**src/rtl/aha_tlx_output_lane.sv**
```systemverilog
// TLX training lane transmitter: serialises a captured 32-bit training word LSB first
// for a programmed number of words, or until cleared.
module aha_tlx_output_lane #(
    parameter int unsigned SEQ_W      = 32,
    parameter logic        IDLE_LEVEL = 1'b0
) (
    input  logic             CLK,
    input  logic             RESET,
    input  logic             START,
    input  logic             CLEAR,
    input  logic [SEQ_W-1:0] SEQUENCE,
    input  logic [31:0]      LENGTH,
    input  logic             AUTO_STOP,
    output logic             D_OUT,
    output logic             DONE,
    output logic             ACTIVE,
    output logic [31:0]      SENT_COUNT
);

    localparam int unsigned     IDX_W    = $clog2(SEQ_W);
    localparam logic [IDX_W-1:0] IDX_LAST = IDX_W'(SEQ_W - 1);

    typedef enum logic [1:0] {
        IDLE     = 2'd0,
        TRAINING = 2'd1,
        FINISH   = 2'd2
    } state_t;

    state_t             state, state_nxt;
    logic               start_q, clear_q;
    logic               start_pulse, clear_pulse;
    logic               done_w;
    logic               load;
    logic [SEQ_W-1:0]   seq_r;
    logic [31:0]        len_r;
    logic               auto_r;
    logic [IDX_W-1:0]   idx, idx_nxt;
    logic [31:0]        sent_nxt;
    logic               done_nxt;
    logic               dout_nxt;

    assign start_pulse = START & ~start_q;
    assign clear_pulse = CLEAR & ~clear_q;

    // Completion is only meaningful at a word boundary while training.
    assign done_w = (state == TRAINING) & auto_r & (idx == '0) & (SENT_COUNT == len_r);
    assign ACTIVE = (state == TRAINING) & ~done_w;

    always_comb begin
        state_nxt = state;
        idx_nxt   = idx;
        sent_nxt  = SENT_COUNT;
        done_nxt  = DONE;
        dout_nxt  = IDLE_LEVEL;
        load      = 1'b0;

        case (state)
            IDLE: begin
                if (!clear_pulse && start_pulse) begin
                    state_nxt = TRAINING;
                    load      = 1'b1;
                    idx_nxt   = '0;
                    sent_nxt  = '0;
                    done_nxt  = 1'b0;
                end
            end
            TRAINING: begin
                if (clear_pulse) begin
                    state_nxt = IDLE;
                end else if (done_w) begin
                    state_nxt = FINISH;
                end else begin
                    dout_nxt = seq_r[idx];
                    idx_nxt  = idx + 1'b1;
                    if (idx == IDX_LAST) begin
                        sent_nxt = SENT_COUNT + 32'd1;
                    end
                end
            end
            FINISH:  state_nxt = IDLE;
            default: state_nxt = IDLE;
        endcase

        if (done_w) begin
            done_nxt = 1'b1;
        end
        // Clear wins over everything, including a same-cycle completion.
        if (clear_pulse) begin
            done_nxt = 1'b0;
            sent_nxt = '0;
            idx_nxt  = '0;
        end
    end

    always_ff @(posedge CLK or posedge RESET) begin
        if (RESET) begin
            state      <= IDLE;
            start_q    <= 1'b0;
            clear_q    <= 1'b0;
            idx        <= '0;
            SENT_COUNT <= '0;
            DONE       <= 1'b0;
            D_OUT      <= IDLE_LEVEL;
            seq_r      <= '0;
            len_r      <= '0;
            auto_r     <= 1'b0;
        end else begin
            state      <= state_nxt;
            start_q    <= START;
            clear_q    <= CLEAR;
            idx        <= idx_nxt;
            SENT_COUNT <= sent_nxt;
            DONE       <= done_nxt;
            D_OUT      <= dout_nxt;
            if (load) begin
                seq_r  <= SEQUENCE;
                len_r  <= LENGTH;
                auto_r <= AUTO_STOP;
            end
        end
    end

endmodule

```
**config.mk**
```make
export PLATFORM = sky130hd
export DESIGN_NAME = aha_tlx_output_lane
export DESIGN_NICKNAME = d
export VERILOG_FILES = /design/src/rtl/aha_tlx_output_lane.sv
export SDC_FILE = /design/constraint.sdc
export NUM_CORES = 1
export LEC_CHECK = 0
export ABC_AREA = 1
export CAP_MARGIN = 20
export CORE_MARGIN = 2
export CORE_UTILIZATION = 55
export CTS_BUF_LIST = sky130_fd_sc_hd__clkbuf_8
export CTS_CLUSTER_DIAMETER = 100
export DETAILED_ROUTE_END_ITERATION = 16
export GPL_TIMING_DRIVEN = 0
export HOLD_SLACK_MARGIN = 0.05
export PLACE_DENSITY = 0.81
export RECOVER_POWER = 25
export SLEW_MARGIN = 20
export SYNTH_ARGS = -nofsm -noshare
export SYNTH_HDL_FRONTEND = slang
export SYNTH_SLANG_ARGS = --single-unit
```
**constraint.sdc**
```tcl
create_clock -name CLK -period 3.5 [get_ports CLK]
set_input_delay 0.35 -clock CLK [delete_from_list [all_inputs] [get_ports CLK]]
set_output_delay 0.35 -clock CLK [all_outputs]
set_load 0.05 [all_outputs]
```
# --- Word-level counts from Yosys, hierarchy flattened ---
# Cells that the tools add are included.
classes:
  muxes: 24
  n_bitwise: 9
  eq_ne: 8
  add_sub_neg: 2
  n_reduce_logical: 11
  order_cmp: 1
ops:
  columns: ["operator", "n"]
  rows:
  - ["32-bit 2-to-1 mux", 4]
  - ["32-bit case mux with 2 select lines", 1]
  - ["32-bit by 1-bit adder with 32-bit output (second input constant)", 1]
  - ["32-bit == test", 1]
  - ["5-bit 2-to-1 mux", 3]
  - ["1-bit 2-to-1 mux", 10]
  - ["5-bit case mux with 2 select lines", 1]
  - ["3-bit inequality test (second input constant)", 3]
  - ["3-bit nonzero test", 3]
  - ["1-bit bitwise AND", 6]
  - ["5-bit by 6-bit < comparator with 1-bit output (second input constant)", 1]
  - ["2-bit 2-to-1 mux", 3]
  - ["5-bit by 1-bit adder with 5-bit output (second input constant)", 1]
  - ["1-bit binary-select mux with 5-bit select", 1]
  - ["5-bit == test (second input constant)", 1]
  - ["5-bit logical NOT", 1]
  - ["2-bit case mux with 2 select lines", 1]
  - ["2-bit AND reduction", 2]
  - ["4-bit AND reduction", 1]
  - ["3-bit by 2-bit inequality test with 1-bit output (second input constant)", 1]
  - ["1-bit inverter", 3]
  - ["3-bit AND reduction", 1]
  - ["2-bit by 1-bit == test with 1-bit output (second input constant)", 1]
  - ["2-bit logical NOT", 1]
  - ["3 further kinds", 3]
word_totals:
  ff_bits: 108
  out_inout_bits: 35
  word_cells: 65
  inputBits: 69

# --- Logic depth before layout (Yosys ltp) ---
depth:
  depth_word: 8
  mapped_depth: 16
  mapped_depth_nobuf: 13

# --- Least setup slack after synthesis ---
# No wires, ideal clock.
synth_path:
  path_type: "flip-flop to output port"
  start: "reg idx[0]"
  end: "out ACTIVE"
  required_ns: 3.150
  arrival_time_ns: 1.886
  n_path_buf: 2
  slack_ns: 1.264
  stages_incl_launch_ff: 14
  cell_sequence: "dfrtp_1 > buf_2 > clkinv_1 > buf_2 > ha_1 > nand2_1 > nor2_1 > nand3_1 > nor2_1 > nand2_1 > nor2_2 > nand3_4 > nand2_4 > inv_1"
synth_between:
  elab_chain_cells: 5
synth_lines:
  columns: ["element", "line", "rtl"]
  rows:
  - ["from (decl)", "37", "logic [IDX_W-1:0] idx, idx_nxt;"]
  - ["from (signal assigned)", "111", "idx <= idx_nxt;"]
  - ["5-bit logical NOT", "46", "assign done_w = (state == TRAINING) & auto_r & (idx == '0) & (SENT_COUNT == len_r);"]
  - ["1-bit bitwise AND (2 in a row)", "46", null]
  - ["1-bit inverter", "47", "assign ACTIVE = (state == TRAINING) & ~done_w;"]
  - ["1-bit bitwise AND", "47", null]
  - ["to (decl)", "16", "output logic ACTIVE,"]
# Every way passes these cells.

# --- Worst setup path after layout ---
# Ends and elaborated chain as after synthesis.

==> flow_summary.json <==
{
  "utilization_pct": 68.12,
  "rsz0062_at_grt": "false",
  "start_util_pct": 56.04,
  "crit_path_cell_trace": "buf_2 > clkinv_1 > clkbuf_4 > ha_1 > nand2_1 > nor2_1 > nand3_1 > nor2_1 > nand2_1 > nor2_2 > nand3_4 > nand2_4 > inv_1 > clkbuf_2",
  "synth_area_leaders": "dfrtp_1 40%, nand2_1 17%, nor2_1 6.9%, mux2_2 5.2%, inv_1 4.3%",
  "critPathMaxStageDelay_ns": 0.40,
  "worst_r2r_path_depth": 16,
  "grt_pass1_wl_um": 32040,
  "p_leak_nw": 3.705,
  "fin_skew_ns": 0.01175,
  "power.share.clock_pct": 22.3,
  "cts_tree": "built",
  "nets": 1103,
  "grt_max_degree": 66,
  "violations": "capacitance limit, slew limit",
  "slowest_stage": "dfrtp_1",
  "internal_power_mw": 2.320,
  "place_congestion": 1.060,
  "antenna_found_initial": 0,
  "end_kind": "output port",
  "drive_above_1_share_pct": 14.20,
  "clk_latency_ns": 0.41,
  "yosysUniqueCellTypes": 33,
  "synth_compound_area_share_pct": 5.227,
  "numCtsBuffers": 9,
  "final_hold_viol_count": 0,
  "finalSetupViolCount": 0,
  "wl_um": 19590,
  "cts_buffer_depth": 2,
  "synthFlopType": "dfrtp_1",
  "status": "finished, violations left",
  "syn-num-nets": 988,
  "cts_root_buffer": "clkbuf_8",
  "cellPowerDensity_nw_per_um2": 460.8,
  "maxSlewHeadroom_pct": -42.16,
  "ys_ff_latch": 108,
  "drtIter0Drc": 661,
  "switchingPower_mw": 1.434,
  "ir_worst_vdd_uv": 350.6,
  "io_pins": 104,
  "synth_warnings": 0,
  "arrival_ns": 2.85,
  "synth_mux_area_share_pct": 5.208,
  "critPathKind": "reg -> out",
  "postSynthCellCount": 915,
  "fp.dieW_um": 114.4,
  "cp_max_fo": 10,
  "synth_fa_ha_area_share_pct": 0.7467,
  "n_antenna_cell": 0,
  "core-area_sq_um": 11960,
  "synthSimpleGateAreaFrac_pct": 37.65,
  "combPwrFrac_pct": 34.0,
  "async_reset_ff_share_pct": 100.0,
  "p_seq_share_pct": 43.7,
  "path_clk_slew_ns": 0.11,
  "worst_pin_slew_ns": 2.121,
  "required_ns": 3.15,
  "power_mw": 3.755,
  "min_path_type": "in -> reg",
  "clock.fmax_mhz": 312.8,
  "synth-edff-count": 0,
  "dp_hpwl_um": 15270,
  "drtPass1Iterations": 6,
  "postSynthAreaPerCell_sq_um": 7.325,
  "drc_errors": 0,
  "die_h_um": 114.4,
  "h-tree-depth": 3,
  "place_inst": 1166,
  "viasPerCell": 5.400,
  "fin_hold_ws_ns": 0.4936,
  "synth.largest_area_cell": "dfrtp_1",
  "seq_area_frac_synth_pct": 40.32,
  "wl_per_cell_um": 16.57,
  "period_share_pct": 91.35,
  "maxCapViolCount": 1,
  "fin_cells": 1182,
  "synth-xor-area-share_pct": 2.091,
  "syn_to_final_growth_pct": 21.56,
  "ctsHoldBuffers": 0,
  "synthesis.area_sq_um": 6703,
  "grt_pass1_vias": 6196,
  "dr_total_vias": 6383,
  "synth_top_family_by_area": "simple AND/OR/NAND/NOR gates",
  "numPortBuffers": 103,
  "fp-row-count": 40,
  "grt_overflow": 0,
  "start_kind": "flip-flop",
  "fin_crit_ns": 3.197,
  "post_cts_buffers": 0,
  "swShare_pct": 38.20,
  "clock_sinks": 108,
  "hold_depth": 3,
  "ant_nets": 0,
  "synth_top_area_share_pct": 40.32,
  "final_max_slew_viol_count": 44,
  "die-area_sq_um": 13090,
  "grt_usage_pct": 32.12
}
==> layout by cell type (no fill, tap or decap), drive strengths merged, types with 27 or more instances in the layout <==
cell	netlist	routed
dfrtp	108	108
nand3	70	70
nor2	136	136
nor3	27	27
inv	97	102
mux2	31	31
buf	30	30
clkdlybuf4s50	0	99
nand2	302	302
a21oi	51	51
==> through the flow <==
stage	TNS (ns)	cell area (sq um)	setup slack [ns]
finish	0	8148	0.3026
global placement	-136.17	7918	-1.268
CTS	0	8153	0.1007
floorplan	0	6703	0.3044
global route	0	8148	0.1418
detailed placement	0	7950	0.2824
==> synthesized netlist by cell type, types with 10 or more instances <==
library cell  instances
o21ai_0              10
nand3_2              28
nand4_1              17
nor2_1              124
nand3_1              41
buf_2                13
a21oi_1              51
dfrtp_1             108
inv_1                76
xor2_1               16
nand2_1             295
mux2_2               31
inv_2                21
nor3_1               27
==> cells by family (layout without fill, tap and decap cells) <==
family / count (synthesis) / after routing
and+or+nand+nor: 560 / 560
DFF: 108 / 108
adders and majority gates: 4 / 4
xor gates and xnor gates: 16 / 16
buffers and inverters: 129 / 249
AOI/OAI and AO/OA: 67 / 67
muxes: 31 / 31
==> flip-flops by register name, indices dropped and copies added, names as in the netlist <==
signal and count:
SENT_COUNT 32, start_q 1, idx 5, auto_r 1, D_OUT 1, seq_r 32
state 2, DONE 1, clear_q 1, len_r 32
==> metal layers <==
| layer | share of wire [%] | routed length, um | vias to the layer above | GRT usage [%] |
|---|---|---|---|---|
| li1 | - | - | 3133 | - |
| met1 | 43 | 8445 | 2958 | 43.20 |
| met2 | 46 | 9097 | 245 | 51.20 |
| met3 | 6.8 | 1328 | 47 | 5.982 |
| met4 | 3.7 | 719 | 0 | 13.33 |
| met5 | 0 | 0 | - | 0 |
==> power groups by stage <==
stage                     clock [mW]  combinational [mW]  sequential, mW
after floorplan                    0               0.845            1.66
after global routing           0.886                1.42            1.67
after global placement             0                1.23            1.65
after detailed placement           0                1.27            1.66
final                          0.837                1.28            1.64
after CTS                      0.838                1.27            1.64
==> worst paths after layout <==
check | start | to | slack, ns
min in group asynchronous | RESET | SENT_COUNT[3]$_DFFE_PP0P_ | 0.93
worst max register to register | idx[0]$_DFFE_PP0P_ | SENT_COUNT[6]$_DFFE_PP0P_ | 0.81
worst min-delay path | LENGTH[4] | len_r[4]$_DFFE_PP0P_ | 0.49
worst max-delay path | idx[0]$_DFFE_PP0P_ | ACTIVE | 0.30
worst min register to register | seq_r[4]$_DFFE_PP0P_ | seq_r[4]$_DFFE_PP0P_ | 0.52
max in group asynchronous | RESET | SENT_COUNT[31]$_DFFE_PP0P_ | 1.54
==> what timing repair did <==
item	in CTS	in global routing
gates resized for setup	1	3
endpoints found under the setup margin	1	1
hold endpoints to repair	0	0
==> layout make-up <==
cell class              instances  area (sq um)
plain buffers                  31         221.5
clock inverters                 7         80.08
inverters                      98         369.1
flip-flops and latches        108          2703
well taps                     147         183.9
multi-input cells             678          3413
fillers                      1053          3814
clock buffers                   9         123.9
repair buffers                104          1054
==> critical path: cells and delay by family (launching register included) <==
kind                       cells  cell delay (ns)
and+or+nand+nor                8             0.91
DFF                            1             0.40
adders and majority gates      1             0.20
buffers and inverters          5             0.91
No activity file was read; power rests on OpenSTA's default activity.
